[src/rtl/nd_loop_issuer_if.sv]
// Config and index channels of the ND loop-index issuer.
// Latency: n/a (signal bundle only).
// Backpressure: cfg_rdy/cfg_ack and idx_rdy/idx_ack valid-ready pairs.
interface nd_loop_issuer_if #(
  parameter int BW  = 8,
  parameter int DIM = 2
);
  // configuration channel: rdy = valid from upstream, ack = accept from issuer
  logic                    cfg_rdy;
  logic                    cfg_ack;
  logic [DIM-1:0][BW-1:0]  beg;
  logic [DIM-1:0][BW-1:0]  stride;
  logic [DIM-1:0][BW-1:0]  end_idx;   // exclusive bound, equality compare

  // index channel: rdy = valid from issuer, ack = accept from downstream
  logic                    idx_rdy;
  logic                    idx_ack;
  logic [DIM-1:0][BW-1:0]  idx;
  logic [DIM-1:0][BW-1:0]  idx_noofs;
  logic [DIM:0]            sel_ret;
  logic                    last;

  // upstream / downstream side (drives config, consumes indices)
  modport master (
    output cfg_rdy, beg, stride, end_idx, idx_ack,
    input  cfg_ack, idx_rdy, idx, idx_noofs, sel_ret, last
  );

  // issuer side
  modport slave (
    input  cfg_rdy, beg, stride, end_idx, idx_ack,
    output cfg_ack, idx_rdy, idx, idx_noofs, sel_ret, last
  );
endinterface

[src/rtl/nd_loop_issuer.sv]
// Walks an N-dim loop nest (dim DIM-1 innermost), one index vector per beat, with one-hot retire selector.
// Latency: first index the cycle after cfg accept; one index per cycle; one idle bubble between loops.
// Backpressure: index/offset/selector held while idx_rdy && !idx_ack; cfg accepted only when idle.
module nd_loop_issuer #(
  parameter int BW  = 8,
  parameter int DIM = 2
) (
  input  logic             i_clk,
  input  logic             i_rst,
  nd_loop_issuer_if.slave  io
);

  typedef logic [DIM-1:0][BW-1:0] vec_t;

  typedef enum logic {
    IDLE = 1'b0,
    RUN  = 1'b1
  } state_t;

  state_t       state_q;
  state_t       state_d;

  // latched loop configuration
  vec_t         beg_q;
  vec_t         stride_q;
  vec_t         end_q;

  // live loop position and its begin-relative offset
  vec_t         cur_q;
  vec_t         noofs_q;
  vec_t         cur_d;
  vec_t         noofs_d;

  vec_t         added;
  logic [DIM-1:0] wrap;
  // wrap_run[j]: the j innermost dimensions all wrap on this advance
  logic [DIM:0] wrap_run;
  logic [DIM:0] sel;

  logic         cfg_xfer;
  logic         idx_xfer;
  logic         cfg_empty;

  assign cfg_xfer = io.cfg_rdy && (state_q == IDLE);
  assign idx_xfer = io.idx_ack && (state_q == RUN);

  // per-dimension candidate next value and wrap detect (equality against bound)
  always_comb begin
    added = '0;
    wrap  = '0;
    for (int d = 0; d < DIM; d++) begin
      added[d] = cur_q[d] + stride_q[d];
      wrap[d]  = (added[d] == end_q[d]);
    end
  end

  // count consecutive wrapping dimensions from innermost out, as a one-hot
  always_comb begin
    wrap_run    = '0;
    sel         = '0;
    wrap_run[0] = 1'b1;
    for (int j = 0; j < DIM; j++) begin
      wrap_run[j+1] = wrap_run[j] & wrap[DIM-1-j];
    end
    for (int j = 0; j < DIM; j++) begin
      sel[j] = wrap_run[j] & ~wrap_run[j+1];
    end
    sel[DIM] = wrap_run[DIM];
  end

  // an incoming config with any zero-trip dimension produces no beats
  always_comb begin
    cfg_empty = 1'b0;
    for (int d = 0; d < DIM; d++) begin
      if (io.beg[d] == io.end_idx[d]) begin
        cfg_empty = 1'b1;
      end
    end
  end

  // next-state: idle until a non-empty config lands, run until the last beat leaves
  always_comb begin
    state_d = state_q;
    case (state_q)
      IDLE: begin
        if (cfg_xfer && !cfg_empty) begin
          state_d = RUN;
        end
      end
      RUN: begin
        if (idx_xfer && sel[DIM]) begin
          state_d = IDLE;
        end
      end
      default: state_d = IDLE;
    endcase
  end

  // next loop position: carry dim advances, inner dims restart, outer dims hold
  always_comb begin
    cur_d   = cur_q;
    noofs_d = noofs_q;
    if (cfg_xfer) begin
      cur_d   = io.beg;
      noofs_d = '0;
    end else if (idx_xfer) begin
      for (int d = 0; d < DIM; d++) begin
        if (sel[DIM-1-d]) begin
          cur_d[d]   = added[d];
          noofs_d[d] = noofs_q[d] + stride_q[d];
        end else if (wrap_run[DIM-d]) begin
          cur_d[d]   = beg_q[d];
          noofs_d[d] = '0;
        end
      end
    end
  end

  // state register
  always_ff @(posedge i_clk) begin
    if (i_rst) begin
      state_q <= IDLE;
    end else begin
      state_q <= state_d;
    end
  end

  // position registers; config captured only on the accept cycle
  always_ff @(posedge i_clk) begin
    if (i_rst) begin
      cur_q    <= '0;
      noofs_q  <= '0;
      beg_q    <= '0;
      stride_q <= '0;
      end_q    <= '0;
    end else begin
      cur_q   <= cur_d;
      noofs_q <= noofs_d;
      if (cfg_xfer) begin
        beg_q    <= io.beg;
        stride_q <= io.stride;
        end_q    <= io.end_idx;
      end
    end
  end

  // all outputs come from registered state only
  assign io.cfg_ack   = (state_q == IDLE);
  assign io.idx_rdy   = (state_q == RUN);
  assign io.idx       = cur_q;
  assign io.idx_noofs = noofs_q;
  assign io.sel_ret   = sel;
  assign io.last      = sel[DIM];

  a_sel_onehot: assert property (@(posedge i_clk) disable iff (i_rst)
    io.idx_rdy |-> $onehot(io.sel_ret));

  a_hold: assert property (@(posedge i_clk) disable iff (i_rst)
    (io.idx_rdy && !io.idx_ack) |=> (io.idx_rdy && $stable(io.idx) && $stable(io.idx_noofs)));

endmodule
[src/flat_wrapper.sv]
// flat-port wrapper written by rule: the top's interface ports become plain ports
module nd_loop_issuer_flat 
#(
  parameter int BW  = 8,
  parameter int DIM = 2
)
  (i_clk, i_rst, io_cfg_rdy, io_beg, io_stride, io_end_idx, io_idx_ack, io_cfg_ack, io_idx_rdy, io_idx, io_idx_noofs, io_sel_ret, io_last);
  nd_loop_issuer_if #(.BW(BW), .DIM(DIM)) io_i ();
  input  logic i_clk;
  input  logic i_rst;
  input wire logic [$bits(io_i.cfg_rdy)-1:0] io_cfg_rdy;
  input wire logic [$bits(io_i.beg)-1:0] io_beg;
  input wire logic [$bits(io_i.stride)-1:0] io_stride;
  input wire logic [$bits(io_i.end_idx)-1:0] io_end_idx;
  input wire logic [$bits(io_i.idx_ack)-1:0] io_idx_ack;
  output wire logic [$bits(io_i.cfg_ack)-1:0] io_cfg_ack;
  output wire logic [$bits(io_i.idx_rdy)-1:0] io_idx_rdy;
  output wire logic [$bits(io_i.idx)-1:0] io_idx;
  output wire logic [$bits(io_i.idx_noofs)-1:0] io_idx_noofs;
  output wire logic [$bits(io_i.sel_ret)-1:0] io_sel_ret;
  output wire logic [$bits(io_i.last)-1:0] io_last;
  assign io_i.cfg_rdy = io_cfg_rdy;
  assign io_i.beg = io_beg;
  assign io_i.stride = io_stride;
  assign io_i.end_idx = io_end_idx;
  assign io_i.idx_ack = io_idx_ack;
  assign io_cfg_ack = io_i.cfg_ack;
  assign io_idx_rdy = io_i.idx_rdy;
  assign io_idx = io_i.idx;
  assign io_idx_noofs = io_i.idx_noofs;
  assign io_sel_ret = io_i.sel_ret;
  assign io_last = io_i.last;
  nd_loop_issuer #(.BW(BW), .DIM(DIM)) u_core (.i_clk(i_clk), .i_rst(i_rst), .io(io_i));
endmodule
[config.mk]
export PLATFORM = sky130hd
export DESIGN_NAME = nd_loop_issuer_flat
export DESIGN_NICKNAME = d
export VERILOG_FILES = /design/src/rtl/nd_loop_issuer_if.sv /design/src/rtl/nd_loop_issuer.sv /design/src/flat_wrapper.sv
export SDC_FILE = /design/constraint.sdc
export NUM_CORES = 1
export LEC_CHECK = 0
export CELL_PAD_IN_SITES_DETAIL_PLACEMENT = 1
export CELL_PAD_IN_SITES_GLOBAL_PLACEMENT = 2
export CORE_MARGIN = 2
export CORE_UTILIZATION = 34
export DETAILED_ROUTE_END_ITERATION = 7
export GPL_ROUTABILITY_DRIVEN = 0
export PLACE_DENSITY_LB_ADDON = 0.1
export SLEW_MARGIN = 15
export SYNTH_ARGS = -nofsm -noshare
export SYNTH_HDL_FRONTEND = slang
export SYNTH_SLANG_ARGS = --single-unit
[constraint.sdc]
create_clock -name i_clk -period 7.1 [get_ports i_clk]
set_input_delay 0.71 -clock i_clk [delete_from_list [all_inputs] [get_ports i_clk]]
set_output_delay 0.71 -clock i_clk [all_outputs]
set_load 0.02 [all_outputs]
==> results.yml <==
critical_path:
  worstSetupPathType: "flop to output port"
  critPathCaptureType: "output port"
  r2r-start: "u_core.io.idx[8]$_SDFFE_PP0P_"
  worstRegToRegCells: 9
  path_max_fanout: 19
  start_kind: "flop"
  required_ns: 6.39
  arrival_ns: 3.56
  worstPathCellList: "ha_1, fa_1, a21o_1, a21oi_1, xnor3_1, nor4_2, nand3_1, buf_4, clkdlybuf4s50_1"
  r2r_end: "u_core.io.idx_noofs[6]$_SDFFE_PP0P_"
  r2r_setup_slack_ns: 3.55
  critPathLaunch: "u_core.io.idx[8]$_SDFFE_PP0P_"
  crit_path_top_delay_cell: "clkdlybuf4s50_1"
  critPathMaxStageDelay_ns: 0.57
logic_synthesis:
  synth_cells: 589
  syn_area_um2: 4910
  ys_seq_area_share_pct: 33.0
  synthArstFlopShare_pct: 0
  synth_area_leaders: "dfxtp_1 33%, nand2_1 9.7%, a21oi_1 7.8%"
  ys_warn_count: 0
  synth_edf_count: 0
  syn_area_per_cell_um2: 8.34
  synth_nets: 673
  synth_top_cell_by_area: "dfxtp_1"
  synth.top_cell.area_share_pct: 33.0
  ys_types: 65
  synthFlopType: "dfxtp_1"
  ys_seq_elements: 81
global_route:
  grt_pass1_vias: 4421
  gr-total-overflow: 0
  grt_pass1_wl_um: 24100
  grt_max_degree: 55
  grt_use_total_pct: 20.6
  antenna_found_initial: 0
route:
  vias: 4470
  vias_per_cell: 5.30
  routedWlPerCell_um: 18.0
  drt_pre_antenna_iters: 4
  drtIter0Drc: 165
  postRouteAntennaNets: 0
  totalWireLength_um: 15200
  route.detailed.drc: 0
sta:
  hold_viol_final: 0
  fin_crit_ns: 4.27
  final.period_utilization_pct: 60.2
  worst_pin_slew_ns: 0.982
  fin_setup_tns_ns: 0
  setup_viol: 0
  skew_ns: 0.00599
  drv_slew: 0
  maxSlewHeadroom_pct: 34.0
  fmax_mhz: 234
  fin_ws_ns: 2.83
  rsz0062_at_grt: "no"
cells_and_area:
  final_cells: 844
  nNetsFinal: 745
  final_util_pct: 44.3
  layout-drive-gt1-share_pct: 6.93
  n_fill_cell: 1686
  diodes: 0
  area_growth_pct: 26.1
die:
  die_y_um: 124
  start_util_pct: 35.1
  die_x_um: 124
  ios: 90
  rows: 43
  dieArea_um2: 15400
  core_area_um2: 14000
min_path:
  min_from: "u_core.beg_q[14]$_SDFFE_PP0P_"
  worstHoldEndpoint: "u_core.beg_q[14]$_SDFFE_PP0P_"
  whs_path_depth: 2
  worstHoldPathType: "flop to flop"
clocking:
  post-cts-setup-buffers: 0
  cts-root-buf: "clkbuf_16"
  clock_latency_ns: 0.34
  post_cts_resized: 0
  hold_buffers: 0
  clock_sinks: 81
  cts_buffers: 9
  cts_tree: "yes"
  htreeDepth: 3
  cts_buffer_depth: 2
  clk_pin_slew_ns: 0.06
pwr:
  leakagePower_nw: 2.45
  power_density_nw_per_um2: 202
  ir_drop_uv: 107
placed_design:
  io_buffers: 89
  hpwl_um: 11500
  place_ws_ns: 3.17
  dp_cells: 830
status:
  status: "finished, final reports clean"
flow_run:
  drv_cap: 0
==> synthesized netlist by cell type, types with 3 or more instances <==
cell type / n
inv_1: 16
nor2b_1: 4
xnor3_1: 4
o31a_1: 4
nand4_1: 4
ha_1: 28
o21ai_0: 12
nand2_1: 127
buf_2: 3
mux2i_1: 15
fa_1: 4
clkbuf_1: 23
xor3_1: 3
a31oi_1: 3
or2_2: 4
a21boi_0: 9
nor3_1: 5
o22ai_1: 12
nor4_1: 3
a21oi_1: 77
a21o_1: 6
a211oi_1: 4
nor2_1: 19
nand3_1: 13
dfxtp_1: 81
xor2_1: 17
buf_1: 4
nand3_2: 4
and3_1: 5
xnor2_1: 30
a21oi_2: 4
==> registers in the layout, indices dropped and copies added (netlist names) <==
register,cells
u_core.beg_q,16
u_core.end_q,16
u_core.io.idx,16
u_core.io.idx_noofs,16
u_core.stride_q,16
u_core.io.idx_rdy,1
==> layout by cell type (no fill, tap or decap), types with 5 or more instances in the layout <==
master and instances:
inv_1 16, nor3_1 5, nor2_1 19, xnor2_1 30, a21oi_1 77, o22ai_1 12, nand2_1 127, clkbuf_16 9
dfxtp_1 81, and3_1 5, o21ai_0 12, xor2_1 17, a21boi_0 9, ha_1 28, a21o_1 6, mux2i_1 15
clkdlybuf4s50_1 88, nand3_1 13, buf_4 5
==> worst max path at each step <==
| stage | end | slack (ns) | cells past startpoint |
|---|---|---|---|
| final | io_sel_ret[0] | 2.83 | 9 |
| after detailed placement | io_sel_ret[0] | 3.17 | 9 |
| after floorplan | io_sel_ret[2] | 3.38 | 11 |
| after global routing | io_sel_ret[0] | 2.61 | 9 |
| after global placement | io_sel_ret[0] | 3.25 | 9 |
| after CTS | io_sel_ret[0] | 2.80 | 9 |
==> area by class of cell <==
type	count	area, um^2	share of cell area [%]
well taps	180	225	3.64
multi-input cells	459	3090	49.9
inverters	16	60.1	0.970
clock buffers	11	253	4.08
flip-flops and latches	81	1620	26.2
clock inverters	3	17.5	0.283
repair buffers	94	923	14.9
==> metal layers <==
| metal | vias to the layer above | track usage, % | part of all wire (%) |
|---|---|---|---|
| met5 | - | 0 | 0 |
| met4 | 0 | 6.25 | 1.1 |
| met3 | 10 | 2.98 | 5.1 |
| met2 | 104 | 30.2 | 42 |
| met1 | 2156 | 31.0 | 52 |
| li1 | 2200 | - | - |
==> critical path: cells and delay by family, from the launching register on <==
family / cells / cell delay (ns)
buf+inv: 2 / 0.87
fa+ha+maj: 2 / 0.72
simple gates: 2 / 0.58
compound gates: 2 / 0.42
flops: 1 / 0.33
xor+xnor: 1 / 0.29
==> stage by stage <==
stage / instance area [um^2] / hold WS, ns / power (mW)
2_1_floorplan: 4910 / 0.433 / 0.709
3_3_place_gp: 5920 / 0.441 / 0.816
3_5_place_dp: 5920 / 0.448 / 0.822
4_1_cts: 6190 / 0.456 / 1.26
5_1_grt: 6190 / 0.477 / 1.32
6_report: 6190 / 0.454 / 1.25
==> power breakdown <==
| part | leakage (nW) | internal [mW] | switching (mW) |
|---|---|---|---|
| combinational | 1.65 | 0.140 | 0.166 |
| clock | 0.133 | 0.251 | 0.190 |
| sequential | 0.663 | 0.480 | 0.0246 |
| total | 2.45 | 0.871 | 0.381 |
==> kinds of logic after synthesis <==
family | share of synthesized area [%]
adders and majority gates | 8.77
AOI/OAI and AO/OA | 19.6
muxes | 3.06
and+or+nand+nor | 19.4
buffers and inverters | 4.13
xor gates and xnor gates | 12.0
DFF | 33.0
(Power assumes the default switching activity.)
